$ cat config.mk
export PLATFORM = sky130hd
export DESIGN_NAME = downscale_average_flat
export DESIGN_NICKNAME = d
export VERILOG_FILES = /design/src/rtl/downscale_average_pkg.sv /design/src/rtl/downscale_average_if.sv /design/src/rtl/downscale_average_addr_gen.sv /design/src/rtl/downscale_average.sv /design/src/flat_wrapper.sv
export SDC_FILE = /design/constraint.sdc
export NUM_CORES = 1
export LEC_CHECK = 0
export ABC_AREA = 1
export CORE_MARGIN = 2
export CORE_UTILIZATION = 55
export CTS_CLUSTER_SIZE = 14
export DETAILED_ROUTE_END_ITERATION = 16
export HOLD_SLACK_MARGIN = 0.08
export PLACE_DENSITY = 0.79
export REMOVE_ABC_BUFFERS = 1
export SETUP_SLACK_MARGIN = 0.1
export SLEW_MARGIN = 10
export SYNTH_ARGS = -nofsm -noshare
export SYNTH_HDL_FRONTEND = slang
export SYNTH_HIERARCHICAL = 1
export SYNTH_SLANG_ARGS = --single-unit
$ cat constraint.sdc
create_clock -name clk -period 7.65 [get_ports clk]
set_input_delay 1.53 -clock clk [delete_from_list [all_inputs] [get_ports clk]]
set_output_delay 1.53 -clock clk [all_outputs]
set_load 0.005 [all_outputs]
$ cat src/rtl/downscale_average_pkg.sv
// downscale_average_pkg: shared state encoding, widths and fator constants for the scaler blocks
package downscale_average_pkg;
    typedef enum logic [2:0] {IDLE, LOAD, READ, DRAIN, WRITE, DONE} state_t;
    localparam int ADDR_W = 19;
    localparam int PIX_W = 8;
    localparam int ACC_W = 12;
    localparam logic [2:0] FATOR_1 = 3'd1;
    localparam logic [2:0] FATOR_2 = 3'd2;
    localparam logic [2:0] FATOR_4 = 3'd4;
    function automatic logic fator_ok(input logic [2:0] f);
        return f == FATOR_1 || f == FATOR_2 || f == FATOR_4;
    endfunction
    function automatic logic [1:0] sh_of(input logic [2:0] f);
        return f == FATOR_4 ? 2'd2 : f == FATOR_2 ? 2'd1 : 2'd0;
    endfunction
endpackage

$ cat src/rtl/downscale_average_if.sv
// downscale_average_if: control, ROM read and RAM write signals of the scaler
interface downscale_average_if;
    import downscale_average_pkg::*;
    logic start;
    logic [2:0] fator;
    logic [ADDR_W-1:0] rom_addr;
    logic [PIX_W-1:0] rom_data;
    logic [ADDR_W-1:0] ram_wraddr;
    logic [PIX_W-1:0] ram_data;
    logic ram_wren;
    logic busy;
    logic done;
    logic erro;
    modport master(
        input start, fator, rom_data,
        output rom_addr, ram_wraddr, ram_data, ram_wren, busy, done, erro
    );
    modport slave(
        output start, fator, rom_data,
        input rom_addr, ram_wraddr, ram_data, ram_wren, busy, done, erro
    );
endinterface

$ cat src/rtl/downscale_average_addr_gen.sv
// downscale_addr_gen: block/intra-block counters plus source and destination address math
module downscale_addr_gen
    import downscale_average_pkg::*;
#(
    parameter int LARGURA = 160,
    parameter int ALTURA = 120
) (
    input  logic clk,
    input  logic reset,
    input  logic clear,
    input  logic step,
    input  logic advance,
    input  logic [1:0] sh,
    output logic [ADDR_W-1:0] rd_addr,
    output logic [ADDR_W-1:0] wr_addr,
    output logic blk_end,
    output logic frame_end
);
    logic [ADDR_W-1:0] bx, by, nl, nh;
    logic [2:0] di, dj, fm1;
    logic last_x;
    assign fm1 = (3'd1 << sh) - 3'd1;
    assign nl = ADDR_W'(LARGURA) >> sh;
    assign nh = ADDR_W'(ALTURA) >> sh;
    assign last_x = bx == nl - 1'b1;
    assign blk_end = dj == fm1 && di == fm1;
    assign frame_end = last_x && by == nh - 1'b1;
    assign rd_addr = ((by << sh) + ADDR_W'(di)) * ADDR_W'(LARGURA) + (bx << sh) + ADDR_W'(dj);
    assign wr_addr = by * nl + bx;
    // dj/di walk the F x F block while reading; bx/by move to the next block on each write
    always_ff @(posedge clk or negedge reset) begin
        if (!reset) begin
            {bx, by, di, dj} <= '0;
        end else if (clear) begin
            {bx, by, di, dj} <= '0;
        end else if (step) begin
            dj <= dj == fm1 ? 3'd0 : dj + 3'd1;
            if (dj == fm1) di <= di == fm1 ? 3'd0 : di + 3'd1;
        end else if (advance) begin
            bx <= last_x ? '0 : bx + 1'b1;
            if (last_x) by <= by + 1'b1;
        end
    end
endmodule

$ cat src/rtl/downscale_average.sv
// downscale_average: box-filter decimation by 1/2/4; define DOWNSCALE_ROUND_EN for round-half-up output
module downscale_average
    import downscale_average_pkg::*;
#(
    parameter int LARGURA = 160,
    parameter int ALTURA = 120
) (
    input logic clk,
    input logic reset,
    downscale_average_if.master bus
);
    state_t state, state_nxt;
    logic [2:0] f;
    logic [1:0] sh;
    logic [ACC_W-1:0] acc, sum;
    logic [ADDR_W-1:0] addr_hold, rd_addr, wr_addr;
    logic rd_valid, erro, blk_end, frame_end, go;
    downscale_addr_gen #(.LARGURA(LARGURA), .ALTURA(ALTURA)) u_addr (
        .clk(clk),
        .reset(reset),
        .clear(state == LOAD),
        .step(state == READ),
        .advance(state == WRITE),
        .sh(sh),
        .rd_addr(rd_addr),
        .wr_addr(wr_addr),
        .blk_end(blk_end),
        .frame_end(frame_end)
    );
    assign go = bus.start && (state == IDLE || state == DONE);
`ifdef DOWNSCALE_ROUND_EN
    assign sum = acc + ((ACC_W'(f) * ACC_W'(f)) >> 1);
`else
    assign sum = acc;
`endif
    assign bus.busy = state inside {LOAD, READ, DRAIN, WRITE};
    assign bus.done = state == DONE;
    assign bus.erro = erro;
    assign bus.ram_wren = state == WRITE;
    assign bus.ram_wraddr = state == WRITE ? wr_addr : '0;
    assign bus.ram_data = state == WRITE ? PIX_W'(sum >> {sh, 1'b0}) : '0;
    assign bus.rom_addr = state == READ ? rd_addr : addr_hold;
    // state register
    always_ff @(posedge clk or negedge reset) begin
        if (!reset) state <= IDLE;
        else state <= state_nxt;
    end
    // next-state: read F*F samples, drain the ROM latency, write one pixel
    always_comb begin
        state_nxt = state;
        case (state)
            IDLE, DONE: state_nxt = go ? LOAD : state;
            LOAD: state_nxt = fator_ok(f) ? READ : DONE;
            READ: state_nxt = blk_end ? DRAIN : READ;
            DRAIN: state_nxt = WRITE;
            WRITE: state_nxt = frame_end ? DONE : READ;
            default: state_nxt = IDLE;
        endcase
    end
    // fator latch, error flag, held ROM address and accumulation of data arriving one cycle after each read
    always_ff @(posedge clk or negedge reset) begin
        if (!reset) begin
            {f, sh, erro, acc, rd_valid, addr_hold} <= '0;
        end else begin
            rd_valid <= state == READ;
            if (go) begin
                f <= bus.fator;
                erro <= 1'b0;
            end
            if (state == LOAD) begin
                sh <= sh_of(f);
                erro <= !fator_ok(f);
            end
            if (state == READ) addr_hold <= rd_addr;
            acc <= (state == LOAD || state == WRITE) ? '0 : rd_valid ? acc + ACC_W'(bus.rom_data) : acc;
        end
    end
endmodule

$ cat src/flat_wrapper.sv
// flat-port wrapper written by rule: the top's interface ports become plain ports
module downscale_average_flat import downscale_average_pkg::*;
#(
    parameter int LARGURA = 160,
    parameter int ALTURA = 120
)
  (clk, reset, bus_start, bus_fator, bus_rom_data, bus_rom_addr, bus_ram_wraddr, bus_ram_data, bus_ram_wren, bus_busy, bus_done, bus_erro);
  downscale_average_if bus_i ();
  input logic clk;
  input logic reset;
  input wire logic [$bits(bus_i.start)-1:0] bus_start;
  input wire logic [$bits(bus_i.fator)-1:0] bus_fator;
  input wire logic [$bits(bus_i.rom_data)-1:0] bus_rom_data;
  output wire logic [$bits(bus_i.rom_addr)-1:0] bus_rom_addr;
  output wire logic [$bits(bus_i.ram_wraddr)-1:0] bus_ram_wraddr;
  output wire logic [$bits(bus_i.ram_data)-1:0] bus_ram_data;
  output wire logic [$bits(bus_i.ram_wren)-1:0] bus_ram_wren;
  output wire logic [$bits(bus_i.busy)-1:0] bus_busy;
  output wire logic [$bits(bus_i.done)-1:0] bus_done;
  output wire logic [$bits(bus_i.erro)-1:0] bus_erro;
  assign bus_i.start = bus_start;
  assign bus_i.fator = bus_fator;
  assign bus_i.rom_data = bus_rom_data;
  assign bus_rom_addr = bus_i.rom_addr;
  assign bus_ram_wraddr = bus_i.ram_wraddr;
  assign bus_ram_data = bus_i.ram_data;
  assign bus_ram_wren = bus_i.ram_wren;
  assign bus_busy = bus_i.busy;
  assign bus_done = bus_i.done;
  assign bus_erro = bus_i.erro;
  downscale_average #(.LARGURA(LARGURA), .ALTURA(ALTURA)) u_core (.clk(clk), .reset(reset), .bus(bus_i));
endmodule
==> results by group <==
Die
  – Chip height: 150 µm
  – Die area: 0.0226 mm²
  – Starting density of the core: 56.1%
  – # rows: 53
  – IO Pins: 64
  – Core area: 0.0210 mm²
  – Die Width: 150 µm

Synth
  – Syn_area_per_cell: 7.06 µm²
  – Asr flop ratio synth: 100%
  – Syn Inst Count: 1672
  – Synth Flop Type: dfrtp_1
  – Most frequent cell after synthesis: nand2_1
  – Sequential area share after synthesis: 18.0%
  – Synth area leaders: dfrtp_1, ha_1, nand2_1
  – Cell accounting for the most synthesized area: dfrtp_1
  – Post-synth EDFFs: 0
  – Share of the synthesized area in the top cell type: 18.0%
  – Synth Warn #: 6
  – Number of synthesized register bits: 85
  – Synthesized area: 0.0118 mm²
  – Netlist cell types: 56
  – Synth top cells by count: nand2_1, inv_1, ha_1

Pwr
  – P per Cell Area: 67.2 mW/mm²
  – Worst IR drop on VDD: 0.0689 mV
  – Leakage power: 7.79 nW

Timing
  – Max frequency: 131 MHz
  – Tmin final: 7.61 ns
  – RSZ-0062 raised after global routing: yes
  – Tightest Pin Transition: 0.902 ns
  – Slew HR: 39.9%
  – Slew Limit Fails: 0
  – Part of the cycle the worst path needs: 99.5%
  – Clock Skew: 0.00779 ns
  – Finish-stage setup viols: 0
  – Final hold violation count: 0

Placed design
  – # placed instances: 2006
  – Placed Area: 0.0129 mm²
  – Port Buffers: 63
  – DP Wirelength: 24100 µm
  – Placer Congestion: 0.972

Global routing
  – Grt met1 use: 37.8%
  – M3 GR Usage: 4.06%
  – Number of global-route vias before repair: 10700
  – Initial antenna violation count: 0
  – Largest net degree at the start of global routing: 67
  – Grt peak-use layer: met2
  – Overflow after GRT: 0
  – First-pass GRT wire length: 51700 µm
  – GRT met2 Usage: 47.4%
  – Gr usage total: 28.5%

Critical path
  – Arr. time, crit path: 6.08 ns
  – Crit start category: flop
  – Largest stage delay on the critical path: 0.50 ns
  – CP Class: reg2out
  – CP max stage cell: clkdlybuf4s50_1
  – Crit end category: output port
  – Crit-path max FO: 8
  – Worst endpoint required time: 6.12 ns
  – Cell with the most instances on the worst path: nand2_1

Drt
  – Drt total wl: 31600 µm
  – Routed Antenna Nets: 0
  – Drt first pass iters: 7
  – Starting DRT DRC Count: 836
  – DR vias: 11000
  – DRC viols: 0
  – Vias/cell: 5.42
  – Drt wl/cell: 15.5 µm

Finish
  – NumNets Final: 1984
  – Antenna cells: 0
  – Post-Layout Cell Count: 2035
  – Finished Cell Area: 0.0139 mm²
  – Share of post-route cells with drive strength above 1: 13.3%
  – Synthesis-to-finish area growth: 17.8%

Flow run
  – Max-cap violations: 0

CTS
  – Worst skew pair latency: 0.36 ns
  – Clock Sinks: 85
  – H-tree depth: 3
  – CTS tree: built
  – Worst-case clock buffer depth: 2
  – Post-CTS Hold Fix Bufs: 0
  – CTS clk-pin slew, worst paths: 0.07 ns
  – Clk Tree Root Cell: clkbuf_16
  – Total CTS buffers: 9

Worst hold path
  – Worst min-delay path class: reg2reg

Run status
  – Outcome: finished, final reports clean
flip-flops by register name (all words and copies together) (netlist names):
signal            count
u_core/rd_valid       1
u_core/u_addr/by     19
u_core/bus.erro       1
u_core/u_addr/bx     19
u_core/acc           12
u_core/f              3
u_core/state          3
u_core/u_addr/dj      3
u_core/addr_hold     19
u_core/sh             2
u_core/u_addr/di      3
cell usage in the layout (no fill, tap or decap), types with 4 or more instances in the layout:
master | netlist | routed
o211ai_1 | 5 | 5
o21ai_2 | 2 | 6
buf_4 | 8 | 57
inv_1 | 291 | 285
nor2_1 | 113 | 109
xnor2_1 | 27 | 27
a21oi_2 | 0 | 14
o21ai_1 | 7 | 13
nand2_1 | 430 | 416
nor3_1 | 23 | 19
clkdlybuf4s50_1 | 0 | 53
xor2_1 | 78 | 75
fa_2 | 0 | 12
nand2_2 | 18 | 30
inv_6 | 0 | 4
a31oi_1 | 6 | 6
nor3_2 | 4 | 6
nand4_1 | 25 | 25
inv_2 | 8 | 13
nand3_1 | 79 | 79
o21ai_0 | 76 | 66
dfrtp_1 | 85 | 84
a21oi_1 | 62 | 46
clkbuf_16 | 0 | 9
nor4_1 | 8 | 8
ha_1 | 154 | 125
fa_1 | 61 | 49
ha_4 | 0 | 27
nor2_2 | 4 | 8
buf_6 | 3 | 7
cell families (layout without fill, tap and decap cells):
family                   count (synthesis)  after routing  share of synthesized area, %
AO/OA/AOI/OAI                          186            186                          8.85
XOR/XNOR                               105            105                          7.79
flip-flops                              85             85                          18.0
other                                    1              1                        0.0318
AND/OR/NAND/NOR                        722            722                          26.4
adder cells (fa/ha/maj)                215            215                          26.7
buffers and inverters                  357            445                          12.1
multiplexers                             1              1                        0.0848
critical path, delay by kind of cell, from the launching register on:
kind / cells / cell delay (ns)
AOI/OAI and AO/OA: 6 / 0.89
buffers and inverters: 9 / 1.33
and+or+nand+nor: 16 / 1.41
DFF: 1 / 0.44
adders and majority gates: 5 / 1.23
xor gates and xnor gates: 2 / 0.42
cell type report:
type | count | area (µm²)
Inverter | 302 | 1140
Clock inverter | 6 | 62.6
Fill cell | 1780 | 7120
Tap cell | 275 | 344
Sequential cell | 85 | 2130
Clock buffer | 10 | 239
Multi-Input combinational cell | 1230 | 8870
Timing Repair Buffer | 127 | 1120
final timing paths:
kind / from / end / slack (ns) / depth (start not counted)
max: u_core/sh[0] / bus_rom_addr[18] / 0.04 / 38
min reg2reg: u_core/addr_hold[17] / u_core/addr_hold[17] / 0.47 / 2
min in group asynchronous: reset / u_core/addr_hold[9] / 1.04 / 1
min: u_core/addr_hold[17] / u_core/addr_hold[17] / 0.47 / 2
max reg2reg: u_core/sh[0] / u_core/addr_hold[18] / 2.35 / 36
max in group asynchronous: reset / u_core/sh[0] / 5.39 / 2
repair_timing:
item	in CTS	in global routing
setup buffers	7	6
cloned	0	0
pin swaps	17	41
endpoints found under the setup margin	11	16
resized for setup	69	83
metal layers:
metal,part of all wire [%],up-vias
met5,0,-
met1,44,5187
li1,-,5436
met2,47,340
met3,6.1,68
met4,2.8,0
per-stage QoR:
step | setup slack, ns | setup TNS [ns] | util (%) | hold slack, ns | total power, mW
5_1_grt | -0.300 | -0.447 | 66.1 | 0.492 | 0.962
6_report | 0.0395 | 0 | 66.1 | 0.467 | 0.934
3_3_place_gp | -0.0114 | -0.0114 | 61.2 | 0.452 | 0.487
4_1_cts | 0.00915 | 0 | 64.5 | 0.476 | 0.942
2_1_floorplan | -0.618 | -4.01 | - | 0.459 | 0.468
3_5_place_dp | -0.0133 | -0.0278 | 61.2 | 0.457 | 0.487
power breakdown:
group / switching [mW] / internal [mW]
combinational: 0.0174 / 0.0100
clock: 0.216 / 0.239
sequential: 0.000644 / 0.450
total: 0.234 / 0.699
No activity file was read; power rests on OpenSTA's default activity.
